## src/rtl/opb_register_simulink2ppc_snap_pkg.sv

```systemverilog
// Shared definitions for the OPB slave register family.
// Contents: word index constants, status bit positions (OPB big-endian
// numbering, so bit 31 is the LSB) and the ack sequencer state type.
package opb_reg_pkg;

  localparam logic [1:0] IDX_DATA   = 2'd0;
  localparam logic [1:0] IDX_STATUS = 2'd1;
  localparam logic [1:0] IDX_TSTAMP = 2'd2;

  localparam int NEW_DATA_BIT = 31;
  localparam int OVERRUN_BIT  = 30;

  typedef enum logic [1:0] {
    IDLE = 2'd0,
    ACK  = 2'd1,
    WAIT = 2'd2
  } ack_state_t;

endpackage

```

## src/rtl/opb_register_simulink2ppc_snap_if.sv

```systemverilog
// OPB bus bundle between a master and one slave.
// Master drives address/data/control (OPB_*); slave returns Sl_* data and
// status. Buses use OPB big-endian bit numbering [0:31].
interface opb_register_simulink2ppc_snap_if;
  logic [0:31] OPB_ABus;
  logic [0:3]  OPB_BE;
  logic [0:31] OPB_DBus;
  logic        OPB_RNW;
  logic        OPB_select;
  logic        OPB_seqAddr;
  logic [0:31] Sl_DBus;
  logic        Sl_xferAck;
  logic        Sl_errAck;
  logic        Sl_retry;
  logic        Sl_toutSup;

  modport master (
    output OPB_ABus, OPB_BE, OPB_DBus, OPB_RNW, OPB_select, OPB_seqAddr,
    input  Sl_DBus, Sl_xferAck, Sl_errAck, Sl_retry, Sl_toutSup
  );

  modport slave (
    input  OPB_ABus, OPB_BE, OPB_DBus, OPB_RNW, OPB_select, OPB_seqAddr,
    output Sl_DBus, Sl_xferAck, Sl_errAck, Sl_retry, Sl_toutSup
  );
endinterface

```

## src/rtl/opb_slave_ack_fsm.sv

```systemverilog
// OPB slave address decode and one-shot ack sequencing (IDLE/ACK/WAIT).
// Ports: clk/rst, abus/select in; hit_idx (live word index), load (IDLE->ACK
// strobe), ack_pulse (registered 1-cycle ack), ack_idx (index of acked word).
module opb_slave_ack_fsm
  import opb_reg_pkg::*;
#(
  parameter int                      C_OPB_AWIDTH = 32,
  parameter logic [C_OPB_AWIDTH-1:0] C_BASEADDR   = 32'h0110C500,
  parameter logic [C_OPB_AWIDTH-1:0] C_HIGHADDR   = 32'h0110C5FF
) (
  input  logic                  clk,
  input  logic                  rst,
  input  logic [0:C_OPB_AWIDTH-1] abus,
  input  logic                  select,
  output logic [1:0]            hit_idx,
  output logic                  load,
  output logic                  ack_pulse,
  output logic [1:0]            ack_idx
);

  ack_state_t state;
  logic       hit;

  assign hit     = select && (abus >= C_BASEADDR) && (abus <= C_HIGHADDR);
  assign hit_idx = abus[C_OPB_AWIDTH-4:C_OPB_AWIDTH-3];
  assign load    = (state == IDLE) && hit;

  // WAIT holds off until select drops so a held select is acked only once.
  always_ff @(posedge clk or posedge rst) begin
    if (rst) begin
      state     <= IDLE;
      ack_pulse <= 1'b0;
      ack_idx   <= 2'd0;
    end else begin
      case (state)
        IDLE: begin
          if (hit) begin
            state     <= ACK;
            ack_pulse <= 1'b1;
            ack_idx   <= hit_idx;
          end
        end
        ACK: begin
          state     <= WAIT;
          ack_pulse <= 1'b0;
        end
        WAIT: begin
          if (!select) state <= IDLE;
        end
        default: begin
          state     <= IDLE;
          ack_pulse <= 1'b0;
        end
      endcase
    end
  end

endmodule

```

## src/rtl/opb_register_simulink2ppc_snap.sv

```systemverilog
// OPB read-only snapshot register: fabric writes a word, PPC reads it.
// Ports: OPB_Clk/OPB_Rst, opb slave bus; user_data_in/user_valid capture,
// user_new_data mirrors the status new-data flag.
// Optional timestamp (macro SIMULINK2PPC_TSTAMP_EN): word 2 returns the
// free-running cycle count captured with each user_valid.
module opb_register_simulink2ppc_snap
  import opb_reg_pkg::*;
#(
  parameter logic [31:0] C_BASEADDR   = 32'h0110C500,
  parameter logic [31:0] C_HIGHADDR   = 32'h0110C5FF,
  parameter int          C_OPB_AWIDTH = 32,
  parameter int          C_OPB_DWIDTH = 32,
  parameter              C_FAMILY     = "virtex6"
) (
  input  logic                                OPB_Clk,
  input  logic                                OPB_Rst,
  opb_register_simulink2ppc_snap_if.slave     opb,
  input  logic [31:0]                         user_data_in,
  input  logic                                user_valid,
  output logic                                user_new_data
);

  logic [31:0]             data_reg;
  logic                    new_data;
  logic                    overrun;
  logic [0:C_OPB_DWIDTH-1] rd_next;
  logic [0:C_OPB_DWIDTH-1] rd_data;
  logic [1:0]              hit_idx;
  logic [1:0]              ack_idx;
  logic                    load;
  logic                    ack_pulse;
  logic                    status_clr;

  // Byte enables, write data, seqAddr and the family string are not needed.
  wire unused_bus = &{1'b0, opb.OPB_BE, opb.OPB_DBus, opb.OPB_seqAddr};
  wire [7:0] unused_family = 8'(C_FAMILY);

  opb_slave_ack_fsm #(
    .C_OPB_AWIDTH (C_OPB_AWIDTH),
    .C_BASEADDR   (C_BASEADDR[C_OPB_AWIDTH-1:0]),
    .C_HIGHADDR   (C_HIGHADDR[C_OPB_AWIDTH-1:0])
  ) u_ack_fsm (
    .clk       (OPB_Clk),
    .rst       (OPB_Rst),
    .abus      (opb.OPB_ABus),
    .select    (opb.OPB_select),
    .hit_idx   (hit_idx),
    .load      (load),
    .ack_pulse (ack_pulse),
    .ack_idx   (ack_idx)
  );

`ifdef SIMULINK2PPC_TSTAMP_EN
  logic [31:0] cycle_cnt;
  logic [31:0] tstamp_reg;

  always_ff @(posedge OPB_Clk or posedge OPB_Rst) begin
    if (OPB_Rst) begin
      cycle_cnt  <= 32'd0;
      tstamp_reg <= 32'd0;
    end else begin
      cycle_cnt <= cycle_cnt + 32'd1;
      if (user_valid) tstamp_reg <= cycle_cnt;
    end
  end
`endif

  always_comb begin
    rd_next = '0;
    case (hit_idx)
      IDX_DATA:   rd_next = data_reg;
      IDX_STATUS: begin
        rd_next[NEW_DATA_BIT] = new_data;
        rd_next[OVERRUN_BIT]  = overrun;
      end
`ifdef SIMULINK2PPC_TSTAMP_EN
      IDX_TSTAMP: rd_next = tstamp_reg;
`endif
      default:    rd_next = '0;
    endcase
  end

  // Read data is frozen at IDLE->ACK so later captures never alter it.
  always_ff @(posedge OPB_Clk or posedge OPB_Rst) begin
    if (OPB_Rst) rd_data <= '0;
    else if (load) rd_data <= rd_next;
  end

  assign status_clr = ack_pulse && opb.OPB_RNW && (ack_idx == IDX_STATUS);

  // A capture in the clear cycle wins for new_data; overrun only sets when
  // the previous word is still unread and not being read right now.
  always_ff @(posedge OPB_Clk or posedge OPB_Rst) begin
    if (OPB_Rst) begin
      data_reg <= 32'd0;
      new_data <= 1'b0;
      overrun  <= 1'b0;
    end else if (user_valid) begin
      data_reg <= user_data_in;
      new_data <= 1'b1;
      overrun  <= status_clr ? 1'b0 : (overrun | new_data);
    end else if (status_clr) begin
      new_data <= 1'b0;
      overrun  <= 1'b0;
    end
  end

  assign opb.Sl_DBus    = (ack_pulse && opb.OPB_RNW) ? rd_data : '0;
  assign opb.Sl_xferAck = ack_pulse;
  assign opb.Sl_errAck  = 1'b0;
  assign opb.Sl_retry   = 1'b0;
  assign opb.Sl_toutSup = 1'b0;
  assign user_new_data  = new_data;

endmodule

```

## src/flat_wrapper.sv

```systemverilog
// flat-port wrapper written by rule: the top's interface ports become plain ports
module opb_register_simulink2ppc_snap_flat import opb_reg_pkg::*;
#(
  parameter logic [31:0] C_BASEADDR   = 32'h0110C500,
  parameter logic [31:0] C_HIGHADDR   = 32'h0110C5FF,
  parameter int          C_OPB_AWIDTH = 32,
  parameter int          C_OPB_DWIDTH = 32,
  parameter              C_FAMILY     = "       "
)
  (OPB_Clk, OPB_Rst, user_data_in, user_valid, user_new_data, opb_OPB_ABus, opb_OPB_BE, opb_OPB_DBus, opb_OPB_RNW, opb_OPB_select, opb_OPB_seqAddr, opb_Sl_DBus, opb_Sl_xferAck, opb_Sl_errAck, opb_Sl_retry, opb_Sl_toutSup);
  opb_register_simulink2ppc_snap_if opb_i ();
  input  logic OPB_Clk;
  input  logic OPB_Rst;
  input  logic [31:0] user_data_in;
  input  logic user_valid;
  output logic user_new_data;
  input wire logic [$bits(opb_i.OPB_ABus)-1:0] opb_OPB_ABus;
  input wire logic [$bits(opb_i.OPB_BE)-1:0] opb_OPB_BE;
  input wire logic [$bits(opb_i.OPB_DBus)-1:0] opb_OPB_DBus;
  input wire logic [$bits(opb_i.OPB_RNW)-1:0] opb_OPB_RNW;
  input wire logic [$bits(opb_i.OPB_select)-1:0] opb_OPB_select;
  input wire logic [$bits(opb_i.OPB_seqAddr)-1:0] opb_OPB_seqAddr;
  output wire logic [$bits(opb_i.Sl_DBus)-1:0] opb_Sl_DBus;
  output wire logic [$bits(opb_i.Sl_xferAck)-1:0] opb_Sl_xferAck;
  output wire logic [$bits(opb_i.Sl_errAck)-1:0] opb_Sl_errAck;
  output wire logic [$bits(opb_i.Sl_retry)-1:0] opb_Sl_retry;
  output wire logic [$bits(opb_i.Sl_toutSup)-1:0] opb_Sl_toutSup;
  assign opb_i.OPB_ABus = opb_OPB_ABus;
  assign opb_i.OPB_BE = opb_OPB_BE;
  assign opb_i.OPB_DBus = opb_OPB_DBus;
  assign opb_i.OPB_RNW = opb_OPB_RNW;
  assign opb_i.OPB_select = opb_OPB_select;
  assign opb_i.OPB_seqAddr = opb_OPB_seqAddr;
  assign opb_Sl_DBus = opb_i.Sl_DBus;
  assign opb_Sl_xferAck = opb_i.Sl_xferAck;
  assign opb_Sl_errAck = opb_i.Sl_errAck;
  assign opb_Sl_retry = opb_i.Sl_retry;
  assign opb_Sl_toutSup = opb_i.Sl_toutSup;
  opb_register_simulink2ppc_snap #(.C_BASEADDR(C_BASEADDR), .C_HIGHADDR(C_HIGHADDR), .C_OPB_AWIDTH(C_OPB_AWIDTH), .C_OPB_DWIDTH(C_OPB_DWIDTH), .C_FAMILY(C_FAMILY)) u_core (.OPB_Clk(OPB_Clk), .OPB_Rst(OPB_Rst), .opb(opb_i), .user_data_in(user_data_in), .user_valid(user_valid), .user_new_data(user_new_data));
endmodule
```

## config.mk

```make
export PLATFORM = sky130hd
export DESIGN_NAME = opb_register_simulink2ppc_snap_flat
export DESIGN_NICKNAME = d
export VERILOG_FILES = /design/src/rtl/opb_register_simulink2ppc_snap_pkg.sv /design/src/rtl/opb_register_simulink2ppc_snap_if.sv /design/src/rtl/opb_slave_ack_fsm.sv /design/src/rtl/opb_register_simulink2ppc_snap.sv /design/src/flat_wrapper.sv
export SDC_FILE = /design/constraint.sdc
export NUM_CORES = 1
export LEC_CHECK = 0
export CORE_MARGIN = 2
export CORE_UTILIZATION = 45
export CTS_BUF_LIST = sky130_fd_sc_hd__clkbuf_8
export DETAILED_ROUTE_END_ITERATION = 12
export PLACE_DENSITY_LB_ADDON = 0.12
export REMOVE_ABC_BUFFERS = 1
export SETUP_SLACK_MARGIN = 0.1
export SYNTH_ARGS = -nofsm -noshare
export SYNTH_HDL_FRONTEND = slang
export SYNTH_SLANG_ARGS = --single-unit
```

## constraint.sdc

```tcl
create_clock -name OPB_Clk -period 3.4 [get_ports OPB_Clk]
set_input_delay 0.68 -clock OPB_Clk [delete_from_list [all_inputs] [get_ports OPB_Clk]]
set_output_delay 0.68 -clock OPB_Clk [all_outputs]
set_load 0.01 [all_outputs]
```

==> flow_metrics.py, run 1 <==
metrics = {
    "yosys": {
        "syn_inst": 280,
        "synth_top_area_share_pct": 54.4,
        "yosysWarnings": 0,
        "avgSynthCellArea_um2": 11.7,
        "synth_edf_count": 0,
        "synthesis.area_um2": 3260,
        "synth_top_area_cell": "dfrtp_1",
        "async_flop_share_pct": 100,
        "synth.most_common_cell": "dfrtp_1",
        "yosysUniqueCellTypes": 27,
        "netlist_top_cells_count": "71 x dfrtp_1, 36 x mux2_2, 32 x and3_1, 32 x inv_1, 32 x mux2i_1",
        "postSynth.topFlopCell": "dfrtp_1",
        "synth_area_leaders": "dfrtp_1 54%, mux2_2 12%, mux2i_1 9.8%",
        "ys_seq_elements": 71,
        "yosysSeqAreaShare_pct": 54.4,
    },
    "setup_path": {
        "crit_path_start_kind": "primary input",
        "cp.arrival_ps": 2260,
        "reg2reg_to": "u_core.u_ack_fsm.ack_idx[1]",
        "endpoint_kind": "primary output",
        "r2r.worst_path.cells": 5,
        "cp_max_fo": 33,
        "crit_type": "primary input to primary output",
        "critical_path_required_ps": 2720,
        "r2r_start": "u_core.u_ack_fsm.state[1]",
        "r2r_slack_ps": 1420,
    },
    "min_path": {
        "min_path_type": "flip-flop to flip-flop",
        "hold-path-cell-count": 1,
        "hp-start": "u_core.rd_data[30]",
        "hold_path_end": "u_core.rd_data[30]",
    },
    "timing": {
        "whs_ps": 504,
        "tightest_slew_ps": 825,
        "setup_violations": 0,
        "finClkSkew_ps": 5.02,
        "slew_viol_final": 0,
        "maxSlewHeadroom_pct": 45.0,
        "period_share_pct": 86.6,
        "rsz0062_at_grt": "false",
        "fin_crit_ps": 2940,
        "fin_ws_ps": 457,
        "final-hold-violation-count": 0,
        "max_freq_ghz": 0.340,
    },
    "route": {
        "route.vias.total": 2430,
        "drc": 0,
        "first_iter_violations": 103,
        "wl_per_cell_um": 14.8,
        "viasPerCell": 5.02,
        "first_pass_iters": 4,
        "antenna_left": 0,
        "wirelength_um": 7180,
    },
    "place": {
        "place_inst": 469,
        "dpl.hpwl_um": 4610,
        "port_buffers": 102,
        "dpl_worst_slack_ps": 493,
        "routabilityCongestion": 0.715,
    },
    "final_layout": {
        "nets": 487,
        "area_delta_synth_final_pct": 40.5,
        "diodes": 0,
        "layout-drive-gt1-share_pct": 15.8,
        "fill_cells": 615,
        "register_area_um2": 1780,
        "stdcell_count": 484,
        "multi_input_area_um2": 1250,
    },
    "global_route": {
        "antenna_found_initial": 0,
        "track_usage_pct": 18.8,
        "grt_pass1_vias": 2426,
        "grt_pass1_wl_um": 11100,
        "grt_max_degree": 38,
        "overflow": 0,
    },
    "outcome": {
        "status": "finished, final reports clean",
    },
    "floorplanning": {
        "die_h_um": 89.2,
        "io_pins": 143,
        "die_area_um2": 7950,
        "rows": 31,
        "start_util_pct": 45.7,
        "die_w_um": 89.2,
        "core_area_um2": 7140,
    },
    "cts": {
        "clock_path_buffers": 2,
        "cts_buffers": 9,
        "cts-root-buf": "clkbuf_8",
        "cts_repair_resize_count": 0,
        "clkTransAtPathRegs_ps": 70,
        "clock_sinks": 71,
        "cts_setup_buffers": 0,
        "htree_levels": 3,
        "holdBufCountCts": 0,
        "tritoncts": "yes",
        "insertion_delay_ps": 340,
    },
    "run": {
        "max-cap-violations": 0,
    },
    "pwr": {
        "leakage_nw": 2.08,
        "seq_power_share_pct": 48.5,
        "p_int_mw": 1.47,
        "pwr-share-comb_pct": 9.9,
        "switching_share_pct": 21.1,
        "p_sw_mw": 0.392,
        "pwr-share-clk_pct": 41.6,
        "power_mw": 1.86,
        "power_per_cell_area_nw_per_um2": 405,
        "ir_drop_mv": 0.286,
    },
}
final cells by class:
| cell class | instances | share of cell area [%] |
|---|---|---|
| Multi-Input combinational cell | 159 | 27.2 |
| Tap cell | 99 | 2.70 |
| Sequential cell | 71 | 38.8 |
| Inverter | 32 | 2.62 |
| Clock inverter | 3 | 1.42 |
| Clock buffer | 12 | 3.60 |
| Timing Repair Buffer | 108 | 23.7 |
layout by cell type (no fill, tap or decap), types with 3 or more instances in the layout:
| cell type | n |
|---|---|
| mux2_2 | 36 |
| conb_1 | 3 |
| clkdlybuf4s50_1 | 101 |
| mux2i_1 | 32 |
| buf_4 | 4 |
| inv_1 | 31 |
| nand2_1 | 31 |
| nor2_1 | 3 |
| dfrtp_1 | 71 |
| clkbuf_8 | 12 |
| and3_1 | 32 |
| a21o_1 | 3 |
routing by layer:
layer,share of wire [%],global-route usage [%],wire [um],vias up
met4,1.4,7.19,97,0
met2,48,30.7,3430,77
li1,-,-,-,1139
met3,7.2,5.91,517,9
met1,44,23.4,3130,1205
met5,0,0,0,-
per-stage QoR:
stage | setup TNS, ps | util [%] | area, um2
floorplan | -41310 | - | 3130
global placement | 0 | 61.0 | 4350
detailed placement | 0 | 61.0 | 4350
CTS | 0 | 64.2 | 4580
global route | 0 | 64.2 | 4580
finish | 0 | 64.2 | 4580
worst max-delay path by stage:
stage | from | endpoint | slack (ps)
finish | opb_OPB_RNW | opb_Sl_DBus[7] | 460
global route | opb_OPB_RNW | opb_Sl_DBus[9] | 420
CTS | opb_OPB_RNW | opb_Sl_DBus[7] | 470
detailed placement | opb_OPB_RNW | opb_Sl_DBus[3] | 490
global placement | opb_OPB_RNW | opb_Sl_DBus[3] | 510
floorplan | opb_OPB_ABus[31] | u_core.rd_data[30] | -1280
worst max-delay path, stage by stage:
cell	delay, ps
clkdlybuf4s50_1	470
buf_4	320
and3_1	240
clkdlybuf4s50_1	540
power by group through the flow:
| stage | logic (mW) | clock network [mW] | registers (mW) |
|---|---|---|---|
| floorplan | 0.0726 | 0 | 0.912 |
| CTS | 0.187 | 0.789 | 0.900 |
| global route | 0.201 | 0.831 | 0.905 |
| global placement | 0.182 | 0 | 0.915 |
| detailed placement | 0.187 | 0 | 0.917 |
| finish | 0.184 | 0.773 | 0.901 |
kinds of logic (layout without fill, tap and decap cells):
group | count (synthesis) | count (layout) | synth area share [%]
buffers and inverters | 52 | 155 | 8.05
DFF | 71 | 71 | 54.4
and+or+nand+nor | 80 | 80 | 13.2
other | 1 | 3 | 0.115
AOI/OAI and AO/OA | 8 | 8 | 1.96
muxes | 68 | 68 | 22.2
Note: power is estimated with default switching activity, not from simulation.
==> run 2, diff against run 1 <==
--- a/config.mk
+++ b/config.mk
@@ -5,6 +5,7 @@
 export SDC_FILE = /design/constraint.sdc
 export NUM_CORES = 1
 export LEC_CHECK = 0
+export CAP_MARGIN = 5
 export CORE_MARGIN = 2
 export CORE_UTILIZATION = 45
 export CTS_BUF_LIST = sky130_fd_sc_hd__clkbuf_8
==> results of run 2 <==
The final DEF is identical to that of run 1; final timing and power are the same.
==> run 3, diff against run 2 <==
--- a/config.mk
+++ b/config.mk
@@ -5,6 +5,7 @@
 export SDC_FILE = /design/constraint.sdc
 export NUM_CORES = 1
 export LEC_CHECK = 0
+export ABC_AREA = 1
 export CAP_MARGIN = 5
 export CORE_MARGIN = 2
 export CORE_UTILIZATION = 45
==> flow_metrics.py, run 3 <==
metrics = {
    "outcome": {
        "status": "finished, final reports clean",
    },
    "yosys": {
        "synthesis.area_um2": 3530,
        "synth_top_area_share_pct": 50.3,
        "netlist_top_cells_count": "221 x nand2_1, 88 x inv_1, 71 x dfrtp_1",
        "postSynth.topFlopCell": "dfrtp_1",
        "yosysUniqueCellTypes": 18,
        "synthMuxAreaShare_pct": 0,
        "synth_edf_count": 0,
        "synth_top_family_by_area": "simple AND/OR/NAND/NOR gates",
        "ys_seq_elements": 71,
        "yosysWarnings": 0,
        "synth_top_area_cell": "dfrtp_1",
        "yosysSeqAreaShare_pct": 50.3,
        "avgSynthCellArea_um2": 6.95,
        "synth_compound_area_share_pct": 1.38,
        "synth.most_common_cell": "nand2_1",
        "synth-xor-area-share_pct": 0,
        "syn_inst": 508,
        "synth-simple-area-share_pct": 34.5,
        "yosys.area_share.adder_pct": 0,
        "synth_area_leaders": "dfrtp_1 50%, nand2_1 23%, inv_1 9.4%",
        "async_flop_share_pct": 100,
    },
    "pwr": {
        "ir_drop_mv": 0.211,
        "pwr-share-clk_pct": 41.9,
        "p_int_mw": 1.51,
        "p_sw_mw": 0.460,
        "pwr-share-comb_pct": 12.8,
        "power_per_cell_area_nw_per_um2": 407,
        "switching_share_pct": 23.3,
        "seq_power_share_pct": 45.2,
        "leakage_nw": 2.56,
    },
    "floorplanning": {
        "core_area_um2": 7650,
        "die_area_um2": 8570,
        "die_w_um": 92.6,
        "start_util_pct": 46.2,
        "die_h_um": 92.6,
        "io_pins": 143,
        "rows": 32,
    },
    "final_layout": {
        "fill_cells": 722,
        "layout_common_cells": "221 x nand2_1, 102 x clkdlybuf4s50_1, 87 x inv_1, 71 x dfrtp_1, 49 x nor2_1",
        "design_area_um2": 4850,
        "area_delta_synth_final_pct": 37.4,
        "mostFrequentLayoutCell": "nand2_1",
        "diodes": 0,
        "nets": 710,
        "layout-drive-gt1-share_pct": 4.93,
    },
    "setup_path": {
        "path_buf_inv": 3,
        "endpoint_kind": "primary output",
        "crit_path_start_kind": "primary input",
        "cp_slowest_cell": "clkdlybuf4s50_1",
        "critical_path_required_ps": 2720,
        "critical_path_depth": 5,
        "cp_max_fo": 14,
        "crit_family": "buffers and inverters",
        "r2r_slack_ps": 1420,
        "crit_type": "primary input to primary output",
        "r2r.worst_path.cells": 9,
        "cp_cell_sequence": "clkdlybuf4s50_1 -> nand2_1 -> buf_4 -> nor2_1 -> clkdlybuf4s50_1",
        "slowest_delay_ps": 560,
        "crit_path_frequent_cell": "clkdlybuf4s50_1",
        "cp.arrival_ps": 2140,
    },
    "place": {
        "dpl.hpwl_um": 5480,
        "place_area_um2": 4610,
        "port_buffers": 102,
        "routabilityCongestion": 0.802,
    },
    "run": {
        "max-cap-violations": 0,
    },
    "timing": {
        "period_share_pct": 82.8,
        "max_freq_ghz": 0.355,
        "setup_violations": 0,
        "maxSlewHeadroom_pct": 31.6,
        "final-hold-violation-count": 0,
        "fin_crit_ps": 2820,
        "finClkSkew_ps": 9.66,
        "slew_viol_final": 0,
        "setup-tns-final_ps": 0,
        "tightest_slew_ps": 1020,
        "rsz0062_at_grt": "false",
    },
    "route": {
        "route.vias.total": 3171,
        "viasPerCell": 4.47,
        "wl_per_cell_um": 11.5,
        "first_iter_violations": 181,
        "wirelength_um": 8180,
        "drc": 0,
        "first_pass_iters": 4,
        "antenna_left": 0,
    },
    "global_route": {
        "grt_max_degree": 39,
        "track_usage_pct": 20.6,
        "grt_pass1_vias": 3140,
        "antenna_found_initial": 0,
        "grt_pass1_wl_um": 13900,
        "overflow": 0,
    },
    "min_path": {
        "hold-path-cell-count": 2,
        "min_path_type": "flip-flop to flip-flop",
    },
    "cts": {
        "cts_repair_resize_count": 0,
        "holdBufCountCts": 0,
        "clkTransAtPathRegs_ps": 70,
        "tritoncts": "yes",
        "clock_sinks": 71,
        "cts_setup_buffers": 0,
        "cts_buffers": 9,
        "cts-root-buf": "clkbuf_8",
        "htree_levels": 3,
        "clock_path_buffers": 2,
        "insertion_delay_ps": 340,
    },
}
==> run 3: cell types whose count changed in the layout (fill, tap and decap cells not counted), moves of 33 or more <==
cell | previous run | this run
mux2_2 | 36 | 0
nand3_1 | 1 | 34
nand2_1 | 31 | 221
inv_1 | 31 | 87
nor2_1 | 3 | 49
==> run 3: stage by stage <==
| step | utilization, % | power (mW) | hold slack (ps) | worst slack (ps) | instances |
|---|---|---|---|---|---|
| 4_1_cts | 63.4 | 1.99 | 476 | 579 | 710 |
| 6_report | 63.4 | 1.98 | 473 | 584 | 710 |
| 2_1_floorplan | - | 1.01 | 442 | 693 | 484 |
| 3_5_place_dp | 60.3 | 1.17 | 458 | 588 | 695 |
| 5_1_grt | 63.4 | 2.06 | 488 | 538 | 710 |
| 3_3_place_gp | 60.3 | 1.16 | 454 | 594 | 695 |
==> run 3: power by group through the flow <==
stage          combinational (mW)  sequential, mW  clock, mW
3_3_place_gp                0.252           0.909          0
6_report                    0.254           0.894      0.828
3_5_place_dp                0.257           0.910          0
5_1_grt                     0.282           0.897      0.879
2_1_floorplan               0.101           0.907          0
4_1_cts                     0.258           0.894      0.843
==> run 3: cell type report <==
type                    count  area, um2  share of cell area [%]
clock buffers              10        138                    2.84
multi-input cells         322       1290                    26.5
clock inverters             5        106                    2.19
inverters                  91        343                    7.07
well taps                 102        128                    2.63
repair buffers            109       1070                    22.1
flip-flops and latches     71       1780                    36.6
==> run 3: routing by layer <==
metal | track usage [%] | wire length, um | vias to the layer above | part of all wire [%]
li1 | - | - | 1652 | -
met1 | 26.5 | 3740 | 1416 | 46
met2 | 34.0 | 3880 | 93 | 47
met3 | 3.91 | 448 | 10 | 5.5
met4 | 8.71 | 112 | 0 | 1.4
met5 | 0 | 0 | - | 0
==> run 3: logic make-up (layout without fill, tap and decap cells) <==
family | Yosys count | in the layout
AND/OR/NAND/NOR | 310 | 310
buffers and inverters | 117 | 215
flip-flops | 71 | 71
AO/OA/AOI/OAI | 9 | 9
other | 1 | 3
==> run 3: worst paths after layout <==
check                                     startpoint             endpoint
max                                      opb_OPB_RNW      opb_Sl_DBus[14]
min                              u_core.data_reg[27]  u_core.data_reg[27]
max reg2reg                u_core.u_ack_fsm.state[0]   u_core.rd_data[31]
min reg2reg                      u_core.data_reg[27]  u_core.data_reg[27]
max in group asynchronous                    OPB_Rst  u_core.data_reg[23]
min in group asynchronous                    OPB_Rst   u_core.data_reg[0]
==> run 3: worst register-to-register path: stages (launching register included) <==
cell     delay (ps)
dfrtp_1         390
inv_2            60
nand2_1          70
nor2_2          120
nand2_1          50
nor2_1          120
nand3_2         650
inv_1           310
nand2_1          90
nand2_1          60
